--- src/rtl/mem_arb_pkg.sv ---
// mem_arbiter shared types and constants.
// Block geometry, state encoding and owner codes.
package mem_arb_pkg;

  localparam int ARB_WORDS   = 8;
  localparam int ARB_LATENCY = 4;
  localparam int BLOCK_OFFSET_BITS = $clog2(ARB_WORDS) + 1;

  typedef enum logic [1:0] {
    IDLE,
    FILL_I,
    FILL_D,
    WRITE
  } arb_state_t;

  localparam logic OWN_I = 1'b0;
  localparam logic OWN_D = 1'b1;

  function automatic logic [15:0] block_base(
    input logic [15:0] a,
    input int          ob
  );
    return a & ~((16'd1 << ob) - 16'd1);
  endfunction

endpackage

--- src/rtl/mem_arb_fill_seq.sv ---
// Block fill sequencer: issue/return counters,
// word address generation and completion detect.
module mem_arb_fill_seq
  import mem_arb_pkg::*;
#(
  parameter int WORDS = ARB_WORDS
) (
  input  logic        clk,
  input  logic        rst_n,
  input  logic        i_start,
  input  logic        i_active,
  input  logic [15:0] i_base,
  input  logic        i_mem_valid,
  output logic        o_issue,
  output logic [15:0] o_addr,
  output logic        o_ret_valid,
  output logic        o_last
);

  localparam int CW = $clog2(WORDS);
  localparam logic [CW-1:0] LAST = CW'(WORDS - 1);

  logic [CW-1:0] r_issue_cnt;
  logic [CW-1:0] r_ret_cnt;
  logic          r_issuing;

  assign o_issue     = i_active & r_issuing;
  assign o_addr      = o_issue
                     ? i_base + {{(15-CW){1'b0}}, r_issue_cnt, 1'b0}
                     : 16'h0;
  assign o_ret_valid = i_active & i_mem_valid;
  assign o_last      = o_ret_valid & (r_ret_cnt == LAST);

  // issue counter parks on the last word instead of wrapping
  always_ff @(posedge clk or negedge rst_n) begin
    if (!rst_n) begin
      r_issue_cnt <= '0;
      r_ret_cnt   <= '0;
      r_issuing   <= 1'b0;
    end else if (i_start) begin
      r_issue_cnt <= '0;
      r_ret_cnt   <= '0;
      r_issuing   <= 1'b1;
    end else begin
      if (o_issue) begin
        if (r_issue_cnt == LAST) r_issuing <= 1'b0;
        else r_issue_cnt <= r_issue_cnt + 1'b1;
      end
      if (o_ret_valid) r_ret_cnt <= r_ret_cnt + 1'b1;
    end
  end

endmodule

--- src/rtl/mem_arbiter.sv ---
// I/D cache memory arbiter: block fills and write-through.
// MEM_ARB_RR_EN selects round-robin instead of D-over-I priority.
module mem_arbiter
  import mem_arb_pkg::*;
#(
  parameter int WORDS = ARB_WORDS
) (
  input  logic        clk,
  input  logic        rst_n,
  input  logic        i_req,
  input  logic [15:0] i_addr,
  input  logic        d_req,
  input  logic        d_wr,
  input  logic [15:0] d_addr,
  input  logic [15:0] d_wdata,
  input  logic [15:0] mem_data_in,
  input  logic        mem_data_valid,
  output logic        mem_enable,
  output logic        mem_wr,
  output logic [15:0] mem_addr,
  output logic [15:0] mem_wdata,
  output logic        i_busy,
  output logic        d_busy,
  output logic        i_data_valid,
  output logic        d_data_valid,
  output logic [15:0] fill_data,
  output logic        i_done,
  output logic        d_done
);

  localparam int OB = $clog2(WORDS) + 1;

  arb_state_t  r_state;
  logic [15:0] r_addr;
  logic [15:0] r_wdata;

  logic        w_pick_d;
  logic        w_start;
  logic        w_fill;
  logic        w_issue;
  logic [15:0] w_fill_addr;
  logic        w_ret_valid;
  logic        w_last;

`ifdef MEM_ARB_RR_EN
  logic r_last_own;
  assign w_pick_d = d_req & (~i_req | (r_last_own == OWN_I));
`else
  assign w_pick_d = d_req;
`endif

  assign w_start = (r_state == IDLE) & (w_pick_d ? ~d_wr : i_req);
  assign w_fill  = (r_state == FILL_I) | (r_state == FILL_D);

  mem_arb_fill_seq #(
    .WORDS(WORDS)
  ) u_fill (
    .clk        (clk),
    .rst_n      (rst_n),
    .i_start    (w_start),
    .i_active   (w_fill),
    .i_base     (r_addr),
    .i_mem_valid(mem_data_valid),
    .o_issue    (w_issue),
    .o_addr     (w_fill_addr),
    .o_ret_valid(w_ret_valid),
    .o_last     (w_last)
  );

  always_ff @(posedge clk or negedge rst_n) begin
    if (!rst_n) begin
      r_state <= IDLE;
      r_addr  <= 16'h0;
      r_wdata <= 16'h0;
`ifdef MEM_ARB_RR_EN
      r_last_own <= OWN_D;
`endif
    end else begin
      unique case (r_state)
        IDLE: begin
          if (w_pick_d) begin
            r_state <= d_wr ? WRITE : FILL_D;
            r_addr  <= d_wr ? {d_addr[15:1], 1'b0}
                            : block_base(d_addr, OB);
            r_wdata <= d_wr ? d_wdata : 16'h0;
`ifdef MEM_ARB_RR_EN
            r_last_own <= OWN_D;
`endif
          end else if (i_req) begin
            r_state <= FILL_I;
            r_addr  <= block_base(i_addr, OB);
            r_wdata <= 16'h0;
`ifdef MEM_ARB_RR_EN
            r_last_own <= OWN_I;
`endif
          end
        end
        FILL_I, FILL_D: begin
          if (w_last) begin
            r_state <= IDLE;
            r_addr  <= 16'h0;
          end
        end
        WRITE: begin
          r_state <= IDLE;
          r_addr  <= 16'h0;
          r_wdata <= 16'h0;
        end
        default: r_state <= IDLE;
      endcase
    end
  end

  assign mem_enable   = (r_state == WRITE) | w_issue;
  assign mem_wr       = (r_state == WRITE);
  assign mem_addr     = (r_state == WRITE) ? r_addr : w_fill_addr;
  assign mem_wdata    = (r_state == WRITE) ? r_wdata : 16'h0;

  assign i_data_valid = w_ret_valid & (r_state == FILL_I);
  assign d_data_valid = w_ret_valid & (r_state == FILL_D);
  assign fill_data    = mem_data_in;

  assign i_done = w_last & (r_state == FILL_I);
  assign d_done = (w_last & (r_state == FILL_D)) | (r_state == WRITE);

  assign i_busy = i_req | (r_state == FILL_I);
  assign d_busy = d_req | (r_state == FILL_D) | (r_state == WRITE);

endmodule

--- config.mk ---
export PLATFORM = sky130hd
export DESIGN_NAME = mem_arbiter
export DESIGN_NICKNAME = d
export VERILOG_FILES = /design/src/rtl/mem_arb_pkg.sv /design/src/rtl/mem_arb_fill_seq.sv /design/src/rtl/mem_arbiter.sv
export SDC_FILE = /design/constraint.sdc
export NUM_CORES = 1
export LEC_CHECK = 0
export BUFFER_PORTS_ARGS = -buffer_cell sky130_fd_sc_hd__buf_4
export CORE_MARGIN = 2
export CORE_UTILIZATION = 49
export CTS_BUF_LIST = sky130_fd_sc_hd__clkbuf_16
export CTS_CLUSTER_DIAMETER = 30
export DETAILED_ROUTE_END_ITERATION = 6
export PLACE_DENSITY = 0.82
export SYNTH_ARGS = -nofsm -noshare
export SYNTH_HDL_FRONTEND = slang
export SYNTH_HIERARCHICAL = 1
export SYNTH_SLANG_ARGS = --single-unit
--- constraint.sdc ---
create_clock -name clk -period 2.7 [get_ports clk]
set_input_delay 0.135 -clock clk [delete_from_list [all_inputs] [get_ports clk]]
set_output_delay 0.135 -clock clk [all_outputs]
set_load 0.02 [all_outputs]
* After elaboration in Yosys (flattened, before gate mapping)
Cells that the tools add are included.
Storage, ports and cells: input port bits 70, word-level logic and storage cells 68, bits in registers 41
Operators by class: reduce and logical (&&, ||, !) cells 10, add/subtract/negate cells 3, equality and inequality tests 8, bitwise logic cells 15, muxes and demuxes 26
Operators with widths (number):
- $mux W16 | 9
- $pmux W16 S3 | 1
- $pmux W16 S2 | 1
- $add A16 B4 Y16 | 1
- $mux W3 | 5
- $and A1 B1 Y1 | 8
- $reduce_and A2 Y1 | 4
- $reduce_bool A2 Y1 | 4
- $add A3 B1 Y3 const B | 2
- $eq A3 B3 Y1 const B | 2
- $mux W2 | 3
- $or A1 B1 Y1 | 6
- $pmux W2 S3 | 1
- $mux W1 | 5
- $eq A2 B2 Y1 const B | 2
- $mux W4 | 1
- $ne A3 B3 Y1 const B | 1
- $eq A2 B1 Y1 const B | 1
- $logic_not A2 Y1 | 1
- $ne A2 B1 Y1 const B | 1
- $ne A2 B2 Y1 const B | 1
- $reduce_or A2 Y1 | 1
- $not A1 Y1 | 1

* Logic depth before layout (Yosys ltp)
depth after elaboration 6, mapped depth 8, gate-level depth less buffers 8

* Modules after synthesis
The synthesis kept the hierarchy.
Modules (own cells, without submodules):
- mem_arbiter | cells each 218, times used 1, area each 2197.1 um^2
- mem_arb_fill_seq | cells each 99, times used 1, area each 760.7 um^2

* Worst setup path before layout
Ideal clock, no wire load.
path kind register -> output, from register u_fill.r_issue_cnt[0], to output mem_addr[15], path slack 426 ps, stages on the path, launching flop included 9, data arrival time 2139 ps, path through dfrtp_1 -> ha_1 -> inv_1 -> fa_1 -> and2b_1 -> o2111ai_1 -> or3_1 -> a21oi_1 -> mux2_2
On the way: word-level cells in the longest chain between the ends 3
RTL lines:
- from (decl) | line mem_arb_fill_seq.sv:23 | logic [CW-1:0] r_issue_cnt;
- from (signal assigned) | line mem_arb_fill_seq.sv:47 | else r_issue_cnt <= r_issue_cnt + 1'b1;
- $add A16 B4 Y16 | line mem_arb_fill_seq.sv:29 | ? i_base + {{(15-CW){1'b0}}, r_issue_cnt, 1'b0}
- $mux W16 | line mem_arb_fill_seq.sv:29
- named net w_fill_addr[15] | line mem_arbiter.sv:41 | logic [15:0] w_fill_addr;
- $mux W16 | line mem_arbiter.sv:116 | assign mem_addr = (r_state == WRITE) ? r_addr : w_fill_addr;
- to (decl) | line mem_arbiter.sv:20 | output logic [15:0] mem_addr,
The timed path passes the listed nets, and every way through them passes these cells.

* Worst setup path after layout
from register u_fill.r_issue_cnt[0], to output mem_addr[9]
Same word-level chain as after synthesis.

==> results.py <==
metrics = {
    "logic_synthesis": {
        "synthFlopType": "dfrtp_1",
        "synth.area.mux_share_pct": 17.01,
        "yosys.cell_types.count": 45,
        "ys_seq_elements": 40,
        "synthXorXnorAreaFrac_pct": 2.369,
        "yosys_warnings": 6,
        "synthSimpleGateAreaFrac_pct": 19.37,
        "synth_top_family_by_area": "simple AND/OR/NAND/NOR gates",
        "synth_fa_ha_area_share_pct": 6.176,
        "synth_nets": 401,
        "synth_edf_count": 0,
        "synth_compound_area_share_pct": 12.77,
        "ys_seq_area_share_pct": 33.84,
        "async_reset_ff_share_pct": 100.0,
        "synth.cell_area_um2": 2958,
        "synth_cells": 317,
        "syn_avg_cell_area_um2": 9.331,
    },
    "finish": {
        "final_net_count": 474,
        "n_antenna_cell": 0,
        "final_cell_mix": "buf_4 (97), dfrtp_1 (40), nand2_1 (35)",
        "final_util_pct": 64.33,
        "final_common_cell": "buf_4",
        "final_cells": 466,
        "fill_cells": 501,
        "drive_above_1_share_pct": 36.57,
        "synthToLayoutAreaGrowth_pct": 28.00,
    },
    "setup_path": {
        "endpoint_kind": "output port",
        "critPathKind": "reg2out",
        "r2r_start": "r_state[0]",
        "path_max_fanout": 4,
        "worst-r2r-cell-count": 7,
        "rr_endpoint": "r_addr[3]",
        "required_ns": 2.57,
        "worstPathArrival_ns": 2.56,
        "ff2ff_setup_slack_ns": 0.56,
        "startpoint_type": "register",
    },
    "sta": {
        "period_minus_slack_ns": 2.691,
        "clock_skew_ns": 0.002652,
        "maxSlewHeadroom_pct": 28.41,
        "finalCritPeriodShare_pct": 99.68,
        "fmax_mhz": 371.6,
        "setup_viol": 0,
        "hold_violations": 0,
        "slew_viol_final": 0,
        "worst_pin_slew_ns": 1.073,
    },
    "floorplan": {
        "rows": 28,
        "coreArea_um2": 5886,
        "floorplan.initialDensity_pct": 50.26,
        "dieArea_um2": 6674,
        "die_w_um": 81.70,
        "die_y_um": 81.70,
        "ios": 126,
    },
    "min_path": {
        "min_path_cells": 3,
        "hold_class": "in2reg",
        "min_from": "d_wdata[15]",
        "hold_path_end": "r_wdata[15]",
    },
    "cts": {
        "clk_pin_slew_worst_paths_ns": 0.06,
        "clk_latency_ns": 0.28,
        "cts-buffers-inserted": 5,
        "htree_levels": 2,
        "cts.path.max_buffers": 2,
        "cts_tree": "built",
        "cts-root-buf": "clkbuf_16",
        "cts_num_sinks": 40,
    },
    "grt": {
        "grt_max_degree": 41,
        "grtUsageMet3_pct": 6.374,
        "grt_first_pass_wirelength_um": 11240,
        "grt-busiest-layer": "met2",
        "first_global_vias": 2382,
        "use_met1_pct": 27.75,
        "grt_usage_pct": 21.83,
        "use_met2_pct": 36.07,
        "antenna_found_initial": 0,
        "grt_overflow_total": 0,
    },
    "placement": {
        "numPortBuffers": 87,
        "dp_cells": 454,
        "gp_congestion": 0.8245,
        "place_hpwl_um": 4851,
    },
    "power_and_ir_drop": {
        "p_seq_share_pct": 27.1,
        "combPwrFrac_pct": 55.3,
        "internal_power_mw": 2.223,
        "cellPowerDensity_nw_per_um2": 991.4,
        "peakVddDrop_v": 0.0005386,
        "switching_share_pct": 40.77,
        "power_switching_mw": 1.530,
        "p_leak_nw": 1.848,
        "p_clk_share_pct": 17.7,
    },
    "run_status": {
        "status": "completed",
    },
    "drt": {
        "drtPass1Iterations": 4,
        "drt_iter0_drc": 118,
        "totalWireLength_um": 7009,
        "ant_nets": 0,
        "via_count": 2435,
        "drc_errors": 0,
        "routedWlPerCell_um": 15.04,
        "via_per_inst": 5.225,
    },
    "flow_run": {
        "maxCapViolCount": 0,
    },
}
[layout make-up]
cell class	instances	area, µm²	share of cell area [%]
inverters	12	45.04	1.190
clock inverters	3	38.79	1.024
well taps	75	93.84	2.479
clock buffers	5	125.1	3.305
flip-flops and latches	40	1001	26.44
repair buffers	98	738.2	19.50
multi-input cells	233	1744	46.07
[sequential cells by signal, indices dropped and copies added (netlist names)]
register	count
u_fill/r_issue_cnt	3
r_wdata	16
r_addr	15
u_fill/r_ret_cnt	3
u_fill/r_issuing	1
r_state	2
[worst max-delay path, cell delays in order (launching register included)]
cell      delay (ns)
dfrtp_1         0.40
ha_4            0.17
inv_1           0.05
fa_1            0.37
and2b_2         0.28
buf_4           0.15
o211ai_1        0.10
xor2_1          0.24
nor2_1          0.07
mux2_2          0.29
buf_4           0.16
[how the worst max path moves through the flow]
| stage | startpoint | end |
|---|---|---|
| final | u_fill/r_issue_cnt[0] | mem_addr[9] |
| after detailed placement | u_fill/r_issue_cnt[0] | mem_addr[15] |
| after global placement | u_fill/r_issue_cnt[0] | mem_addr[15] |
| after floorplan | u_fill/r_issue_cnt[0] | mem_addr[15] |
| after global routing | u_fill/r_issue_cnt[0] | mem_addr[9] |
| after CTS | r_addr[1] | mem_addr[15] |
[cell families (layout without fill, tap and decap cells)]
logic type / after synthesis / after routing
compound gates: 58 / 58
xor+xnor: 8 / 8
fa+ha+maj: 14 / 14
buf+inv: 44 / 118
flops: 40 / 40
mux: 45 / 45
other cells: 1 / 1
simple gates: 107 / 107
[Yosys cell counts, types with 2 or more instances]
| cell type | number | area [µm²] |
|---|---|---|
| dfrtp_1 | 40 | 1001 |
| nand2_1 | 35 | 131.4 |
| mux2_2 | 22 | 247.7 |
| and2_1 | 20 | 125.1 |
| mux2i_1 | 18 | 180.2 |
| o21ai_0 | 17 | 85.08 |
| o31ai_1 | 17 | 127.6 |
| buf_4 | 16 | 120.1 |
| nor2b_1 | 14 | 87.58 |
| ha_1 | 13 | 162.7 |
| nor2_1 | 12 | 45.04 |
| inv_1 | 11 | 41.29 |
| clkbuf_1 | 9 | 33.78 |
| a21oi_1 | 8 | 40.04 |
| and3_1 | 5 | 31.28 |
| mux2_4 | 5 | 75.07 |
| o21ai_1 | 5 | 25.02 |
| buf_2 | 4 | 20.02 |
| or3_1 | 4 | 25.02 |
| xnor2_1 | 4 | 35.03 |
| xor2_1 | 4 | 35.03 |
| a21o_1 | 3 | 22.52 |
| nand2b_1 | 3 | 18.77 |
| nor3_1 | 3 | 15.01 |
| and3b_1 | 2 | 17.52 |
| buf_6 | 2 | 22.52 |
| o2111ai_1 | 2 | 17.52 |
| or2_2 | 2 | 12.51 |
[through the flow]
stage                     setup slack (ns)  power (mW)  setup TNS, ns  hold WS [ns]  area, µm²
after floorplan                     0.4264       2.449              0       -0.1606       2958
after global placement              0.2942       2.970              0        0.1458       3558
after detailed placement            0.2075       3.039              0        0.1523       3558
after CTS                         0.009797       3.743              0       0.08950       3749
after global routing              -0.08278       4.006       -0.08278        0.1016       3786
final                             0.008715       3.754              0       0.09421       3786
[power groups by stage]
stage,Clock (mW),Combinational (mW),Sequential (mW)
2_1_floorplan,0,1.49,0.958
3_3_place_gp,0,1.97,0.997
3_5_place_dp,0,2.03,1.01
4_1_cts,0.676,2.06,1.01
5_1_grt,0.698,2.26,1.05
6_report,0.663,2.07,1.02
[timing repair]
item | 4_1_cts | 5_1_grt
buffers inserted | 1 | 2
resized for setup | 2 | 3
endpoints found under the setup margin | 2 | 5
hold endpoints to repair | 40 | 0
hold buffers | 1 | 0
gates cloned | 0 | 0
pin swaps | 0 | 3
[per-layer routing]
| metal | share of wire, % | routed length (µm) | up-vias |
|---|---|---|---|
| li1 | - | - | 1213 |
| met5 | 0 | 0 | - |
| met1 | 43 | 2997 | 1135 |
| met3 | 7.6 | 536 | 11 |
| met4 | 1.1 | 80 | 0 |
| met2 | 48 | 3395 | 76 |
Power figures use the tool's default switching activity.
